`config.mk`:
```
export PLATFORM = sky130hd
export DESIGN_NAME = led_fade_seq
export DESIGN_NICKNAME = d
export VERILOG_FILES = /design/src/rtl/led_anim_pkg.sv /design/src/rtl/led_fade_seq_step_timer.sv /design/src/rtl/led_fade_seq.sv
export SDC_FILE = /design/constraint.sdc
export NUM_CORES = 1
export LEC_CHECK = 0
export CAP_MARGIN = 20
export CORE_UTILIZATION = 28
export CTS_CLUSTER_DIAMETER = 60
export DETAILED_ROUTE_END_ITERATION = 6
export SLEW_MARGIN = 5
export SYNTH_ARGS = -nofsm -noshare
export SYNTH_HDL_FRONTEND = slang
export SYNTH_SLANG_ARGS = --single-unit
```
`constraint.sdc`:
```
create_clock -name clk -period 2.9 [get_ports clk]
set_input_delay 0.435 -clock clk [delete_from_list [all_inputs] [get_ports clk]]
set_output_delay 0.435 -clock clk [all_outputs]
set_load 0.02 [all_outputs]
```
`src/rtl/led_anim_pkg.sv`:
```
// Shared encodings for the LED animation slice: command modes, fade
// sequencer state codes and the default full-brightness duty code.
package led_anim_pkg;

    localparam logic [1:0] MODE_OFF      = 2'b00;
    localparam logic [1:0] MODE_FADE_IN  = 2'b01;
    localparam logic [1:0] MODE_FADE_OUT = 2'b10;
    localparam logic [1:0] MODE_BREATHE  = 2'b11;

    localparam logic [2:0] ST_IDLE    = 3'd0;
    localparam logic [2:0] ST_RAMP_UP = 3'd1;
    localparam logic [2:0] ST_HOLD_HI = 3'd2;
    localparam logic [2:0] ST_RAMP_DN = 3'd3;
    localparam logic [2:0] ST_HOLD_LO = 3'd4;

    localparam int DUTY_MAX_DEF = 10;

endpackage

```
`src/rtl/led_fade_seq_step_timer.sv`:
```
// Step timer: free-running tick 0..STEP_TICKS-1 while enabled, restarted
// by clear; step is high on the last tick of each period.
module step_timer #(
    parameter int STEP_TICKS = 20
) (
    input  logic clk,
    input  logic rst,
    input  logic clear,
    input  logic enable,
    output logic step
);

    localparam int            TW        = (STEP_TICKS > 1) ? $clog2(STEP_TICKS) : 1;
    localparam logic [TW-1:0] TICK_LAST = TW'(STEP_TICKS - 1);

    logic [TW-1:0] tick;

    // Tick counter, cleared on command accept and wrapping at the last tick.
    always_ff @(posedge clk or posedge rst) begin
        if (rst) begin
            tick <= '0;
        end else if (clear) begin
            tick <= '0;
        end else if (enable) begin
            if (tick == TICK_LAST)
                tick <= '0;
            else
                tick <= tick + TW'(1);
        end
    end

    assign step = enable && (tick == TICK_LAST);

endmodule

```
`src/rtl/led_fade_seq.sv`:
```
// Fade sequencer driving one PWM channel's duty code.
//
// state      | meaning
// -----------+------------------------------------------------------
// ST_IDLE    | waiting for a command; cmd_ready high
// ST_RAMP_UP | duty +1 per step until DUTY_MAX
// ST_HOLD_HI | breathe only: HOLD_STEPS steps at DUTY_MAX
// ST_RAMP_DN | duty -1 per step until 0
// ST_HOLD_LO | breathe only: HOLD_STEPS steps at 0, or exit if stopped
//
// OFF and "already there" fades never go busy: they are latched as a
// pending action and applied, with the done pulse, on the following edge.
module led_fade_seq
    import led_anim_pkg::*;
#(
    parameter int STEP_TICKS = 20,
    parameter int DUTY_MAX   = DUTY_MAX_DEF,
    parameter int HOLD_STEPS = 4
) (
    input  logic       clk,
    input  logic       rst,
    input  logic       cmd_valid,
    input  logic [1:0] cmd_mode,
    output logic       cmd_ready,
    input  logic       stop,
    output logic [3:0] duty_cycle,
    output logic       busy,
    output logic       done
);

    localparam int            HW        = (HOLD_STEPS > 0) ? $clog2(HOLD_STEPS + 1) : 1;
    localparam logic [HW-1:0] HOLD_LAST = HW'(HOLD_STEPS);
    localparam logic [3:0]    DMAX      = 4'(DUTY_MAX);
    localparam logic [3:0]    DMAX_M1   = 4'(DUTY_MAX - 1);

    logic [2:0]    state;
    logic          breathe;
    logic          stop_pend;
    logic          pend_zero;
    logic          pend_max;
    logic [HW-1:0] hold;
    logic [HW-1:0] hold_nxt;
    logic          accept;
    logic          step;

    assign busy      = (state != ST_IDLE);
    assign cmd_ready = ~busy;
    assign accept    = cmd_valid && cmd_ready;
    assign hold_nxt  = hold + HW'(1);

    step_timer #(
        .STEP_TICKS(STEP_TICKS)
    ) u_step_timer (
        .clk    (clk),
        .rst    (rst),
        .clear  (accept),
        .enable (busy),
        .step   (step)
    );

    // Sequencer FSM with duty register, hold counter and stop latch.
    always_ff @(posedge clk or posedge rst) begin
        if (rst) begin
            state      <= ST_IDLE;
            duty_cycle <= 4'd0;
            done       <= 1'b0;
            breathe    <= 1'b0;
            stop_pend  <= 1'b0;
            pend_zero  <= 1'b0;
            pend_max   <= 1'b0;
            hold       <= '0;
        end else begin
            done      <= 1'b0;
            pend_zero <= 1'b0;
            pend_max  <= 1'b0;
            if (pend_zero) begin
                duty_cycle <= 4'd0;
                done       <= 1'b1;
            end
            if (pend_max) begin
                duty_cycle <= DMAX;
                done       <= 1'b1;
            end
            if (busy && breathe && stop)
                stop_pend <= 1'b1;

            case (state)
                ST_IDLE: begin
                    if (cmd_valid) begin
                        hold      <= '0;
                        stop_pend <= 1'b0;
                        breathe   <= 1'b0;
                        case (cmd_mode)
                            MODE_OFF: pend_zero <= 1'b1;
                            MODE_FADE_IN: begin
                                if (duty_cycle >= DMAX) pend_max <= 1'b1;
                                else                    state    <= ST_RAMP_UP;
                            end
                            MODE_FADE_OUT: begin
                                if (duty_cycle == 4'd0) pend_zero <= 1'b1;
                                else                    state     <= ST_RAMP_DN;
                            end
                            default: begin
                                breathe <= 1'b1;
                                state   <= ST_RAMP_UP;
                            end
                        endcase
                    end
                end
                ST_RAMP_UP: begin
                    if (step) begin
                        if (duty_cycle >= DMAX_M1) begin
                            duty_cycle <= DMAX;
                            if (breathe) begin
                                hold  <= '0;
                                state <= (HOLD_STEPS == 0) ? ST_RAMP_DN : ST_HOLD_HI;
                            end else begin
                                done  <= 1'b1;
                                state <= ST_IDLE;
                            end
                        end else begin
                            duty_cycle <= duty_cycle + 4'd1;
                        end
                    end
                end
                ST_HOLD_HI: begin
                    if (step) begin
                        hold <= hold_nxt;
                        if (hold_nxt == HOLD_LAST)
                            state <= ST_RAMP_DN;
                    end
                end
                ST_RAMP_DN: begin
                    if (step) begin
                        if (duty_cycle <= 4'd1) begin
                            duty_cycle <= 4'd0;
                            if (breathe && !stop_pend) begin
                                hold  <= '0;
                                state <= (HOLD_STEPS == 0) ? ST_RAMP_UP : ST_HOLD_LO;
                            end else begin
                                done      <= 1'b1;
                                state     <= ST_IDLE;
                                breathe   <= 1'b0;
                                stop_pend <= 1'b0;
                            end
                        end else begin
                            duty_cycle <= duty_cycle - 4'd1;
                        end
                    end
                end
                ST_HOLD_LO: begin
                    if (step) begin
                        if (stop_pend) begin
                            done      <= 1'b1;
                            state     <= ST_IDLE;
                            breathe   <= 1'b0;
                            stop_pend <= 1'b0;
                        end else begin
                            hold <= hold_nxt;
                            if (hold_nxt == HOLD_LAST)
                                state <= ST_RAMP_UP;
                        end
                    end
                end
                default: state <= ST_IDLE;
            endcase
        end
    end

endmodule

```
==> summary.txt <==
Power and ir drop
  • IR drop worst, VDD: 0.0002977 V
  • Pleak: 0.7197 nW
  • Cell area power density: 766.9 mW/mm^2

Global routing
  • Tot GR Track Use: 12.93%
  • Largest net degree at the start of global routing: 22
  • Initial antenna violation count: 0
  • Global-route wire length before repair: 5478 um
  • Vias in the first global route: 1126
  • GRT Residual Overflow: 0

Detailed routing
  • M1 wire length: 1630 um
  • Total number of vias: 1250
  • DRT Wirelength: 3233 um
  • Detailed-route DRC error count: 0
  • Post-route ant nets: 0
  • First drt pass iteration count: 4
  • Met2 WL post-DR: 1415 um
  • Drt wl/cell: 13.41 um
  • DR iter-0 viols: 54
  • Via/cell ratio: 5.187
  • Met3 Wirelength: 149 um
  • Highest routed layer: met4

Synthesis
  • Mapped Nets: 177
  • Seq/Total Area, Yosys: 34.16%
  • Syn Inst Count: 164
  • #FFs+latches synth: 20
  • Avg Cell Area, Syn: 8.934 um^2
  • Cell variety after synth: 48
  • Cell Area, Synth: 0.001465 mm^2
  • YS warnings: 0

Clock tree
  • Root Buffer: clkbuf_8
  • CTS tree: yes
  • Clock sinks: 20
  • TritonCTS buffer count: 3
  • Post-CTS setup buffers: 0
  • Clk Latency, worst-skew pair: 260 ps
  • Worst-path clk slew: 70 ps
  • Worst-case clock buffer depth: 2
  • H-tree levels: 1
  • Hold-fix buffers, CTS: 0
  • Cts repair resizes: 0

STA
  • Worst-Margin Slew: 793.2 ps
  • Fin crit period: 2523 ps
  • Slew Limit Fails: 0
  • Final worst slack: 377.1 ps
  • Setup TNS: 0 ps
  • F_max: 0.3964 GHz
  • Clock Skews: 6.027 ps
  • RSZ-0062 raised after global routing: false
  • Final setup vio count: 0
  • Period Utilization, post-route: 87.00%
  • Slew HR: 47.06%
  • Final hold vios: 0

Critical path
  • Reg2Reg Depth: 8
  • RR Endpoint: hold[2]$_DFFE_PP0P_
  • R2R Setup Slk: 590 ps
  • End point of the critical path: cmd_ready
  • CP arrival: 2090 ps
  • Reg2reg start: duty_cycle[1]$_DFF_PP0_
  • Crit path from: state[0]$_DFFE_PP0P_
  • Req. time, crit path: 2470 ps
  • Type of destination of the critical path: output port
  • Crit-path max FO: 13
  • Crit Path Class: reg -> out
  • Worst setup SP type: flop

Worst hold path
  • HP Class: reg -> reg

Flow run
  • Max-cap violations: 0

Finish
  • Final nets: 188
  • ANT cells: 0
  • Ratio of cells with drive above 1 in the final layout: 8.621%
  • Area added between synthesis and finish: 14.77%

Place
  • Setup WS pre-CTS: 478.0 ps
  • Final Wtd Congestion: 0.8548
  • Dpl hpwl: 2360 um
  • Port Buffer Count: 12

Die
  • Die area: 0.005526 mm^2
  • FP Rows: 25
  • Core area: 0.004880 mm^2
  • Die Ht: 74.34 um
  • # IOs: 13
  • Die W: 74.34 um
  • Initial Util: 30.03%

Outcome
  • Status: completed
worst min-delay path by stage:
| stage | from | to | slack, ps | cells after the start |
|---|---|---|---|---|
| floorplan | rst | breathe$_DFFE_PP0P_ | 400 | 1 |
| CTS | hold[2]$_DFFE_PP0P_ | hold[2]$_DFFE_PP0P_ | 510 | 1 |
| detailed placement | hold[2]$_DFFE_PP0P_ | hold[2]$_DFFE_PP0P_ | 490 | 1 |
| global route | hold[2]$_DFFE_PP0P_ | hold[2]$_DFFE_PP0P_ | 540 | 1 |
| global placement | hold[2]$_DFFE_PP0P_ | hold[2]$_DFFE_PP0P_ | 480 | 1 |
| finish | hold[2]$_DFFE_PP0P_ | hold[2]$_DFFE_PP0P_ | 510 | 1 |
kinds of logic (layout without fill, tap and decap cells):
kind of cell / Yosys count / in the layout / synth area share, %
adders and majority gates: 7 / 7 / 5.978
AOI/OAI and AO/OA: 46 / 46 / 21.61
buffers and inverters: 20 / 30 / 8.369
xor gates and xnor gates: 1 / 1 / 0.5979
and+or+nand+nor: 64 / 64 / 24.51
muxes: 6 / 6 / 4.782
DFF: 20 / 20 / 34.16
synth_stat cells, drive strengths merged:
cell type	count	share of area, %
nor2	15	3.8
a211o	1	0.60
o211ai	3	1.5
and2	1	0.43
nand2b	4	1.7
nand3	4	1.4
o21ba	1	0.68
a221oi	1	0.60
o31ai	5	2.6
o221a	2	1.5
or4b	1	0.68
a21boi	1	0.51
buf	5	3.6
mux2i	4	2.7
a21oi	5	1.7
a22oi	1	0.51
o21ai	13	4.4
nand4	3	1.3
a31oi	5	2.1
mux2	2	2.0
inv	11	2.8
xor2	1	0.60
o32a	1	0.68
nand2	13	3.3
nand4bb	1	1.9
and3	3	1.4
or3	2	0.85
nor3	5	1.7
nor2b	1	0.43
a21o	1	0.51
or2b	4	2.1
or4	1	0.51
dfrtp	20	34
clkbuf	4	2.0
ha	7	6.0
a211oi	4	2.4
a32o	1	0.68
and2b	1	0.51
nand3b	4	2.0
o21a	1	0.51
nor4	1	0.43
placed cells by master, fill, tap and decap left out, types with 2 or more instances in the layout:
cell	count
a21oi_1	5
ha_1	7
mux2_4	2
dfrtp_1	20
or2b_1	3
inv_1	11
nor3_1	5
clkdlybuf4s50_1	12
clkbuf_8	3
and3_1	2
nand3b_1	4
a31oi_1	5
nand3_1	4
o211ai_1	3
o31ai_1	5
a211oi_1	3
or3_1	2
nand4_1	3
o21ai_0	13
nor2_1	15
buf_4	3
nand2_1	13
nand2b_1	4
mux2i_1	4
power by group:
group	switching (mW)	leakage, nW	total (mW)	internal [mW]
Clock	0.0984	0.0357	0.283	0.184
Sequential	0.0803	0.271	0.418	0.338
Combinational	0.335	0.413	0.588	0.254
metrics by stage:
stage                     area (um^2)  power (mW)  std cells  util [%]  hold WS [ps]
final                            1682       1.290        241     34.46         507.5
after global placement           1610       1.011        237     33.00         484.1
after detailed placement         1610       1.011        237     33.00         494.5
after floorplan                  1465      0.8875        164         -         398.8
after CTS                        1682       1.298        241     34.46         512.3
after global routing             1682       1.382        241     34.46         542.6
registers in the layout (all words and copies together), names as in the netlist:
register,count
u_step_timer.tick,5
state,3
duty_cycle,4
stop_pend,1
pend_max,1
pend_zero,1
hold,3
done,1
breathe,1
metal layers:
metal	vias up	track usage, %
met5	-	0
met4	0	5.031
met3	4	1.626
met2	33	18.99
met1	601	19.21
li1	612	-
final cells by class:
class	count	area, um^2
sequential	20	500.5
clock buffer	3	41.29
timing repair buffer	15	142.6
inverter	11	41.29
clock inverter	1	30.03
multi-input combinational	124	842.1
tap	67	83.83
fill	527	3198
critical path, cell delays in order (launching register included):
cell	delay, ps
dfrtp_1	510
or3_1	580
inv_1	130
clkdlybuf4s50_1	610
Note: power is estimated with default switching activity, not from simulation.
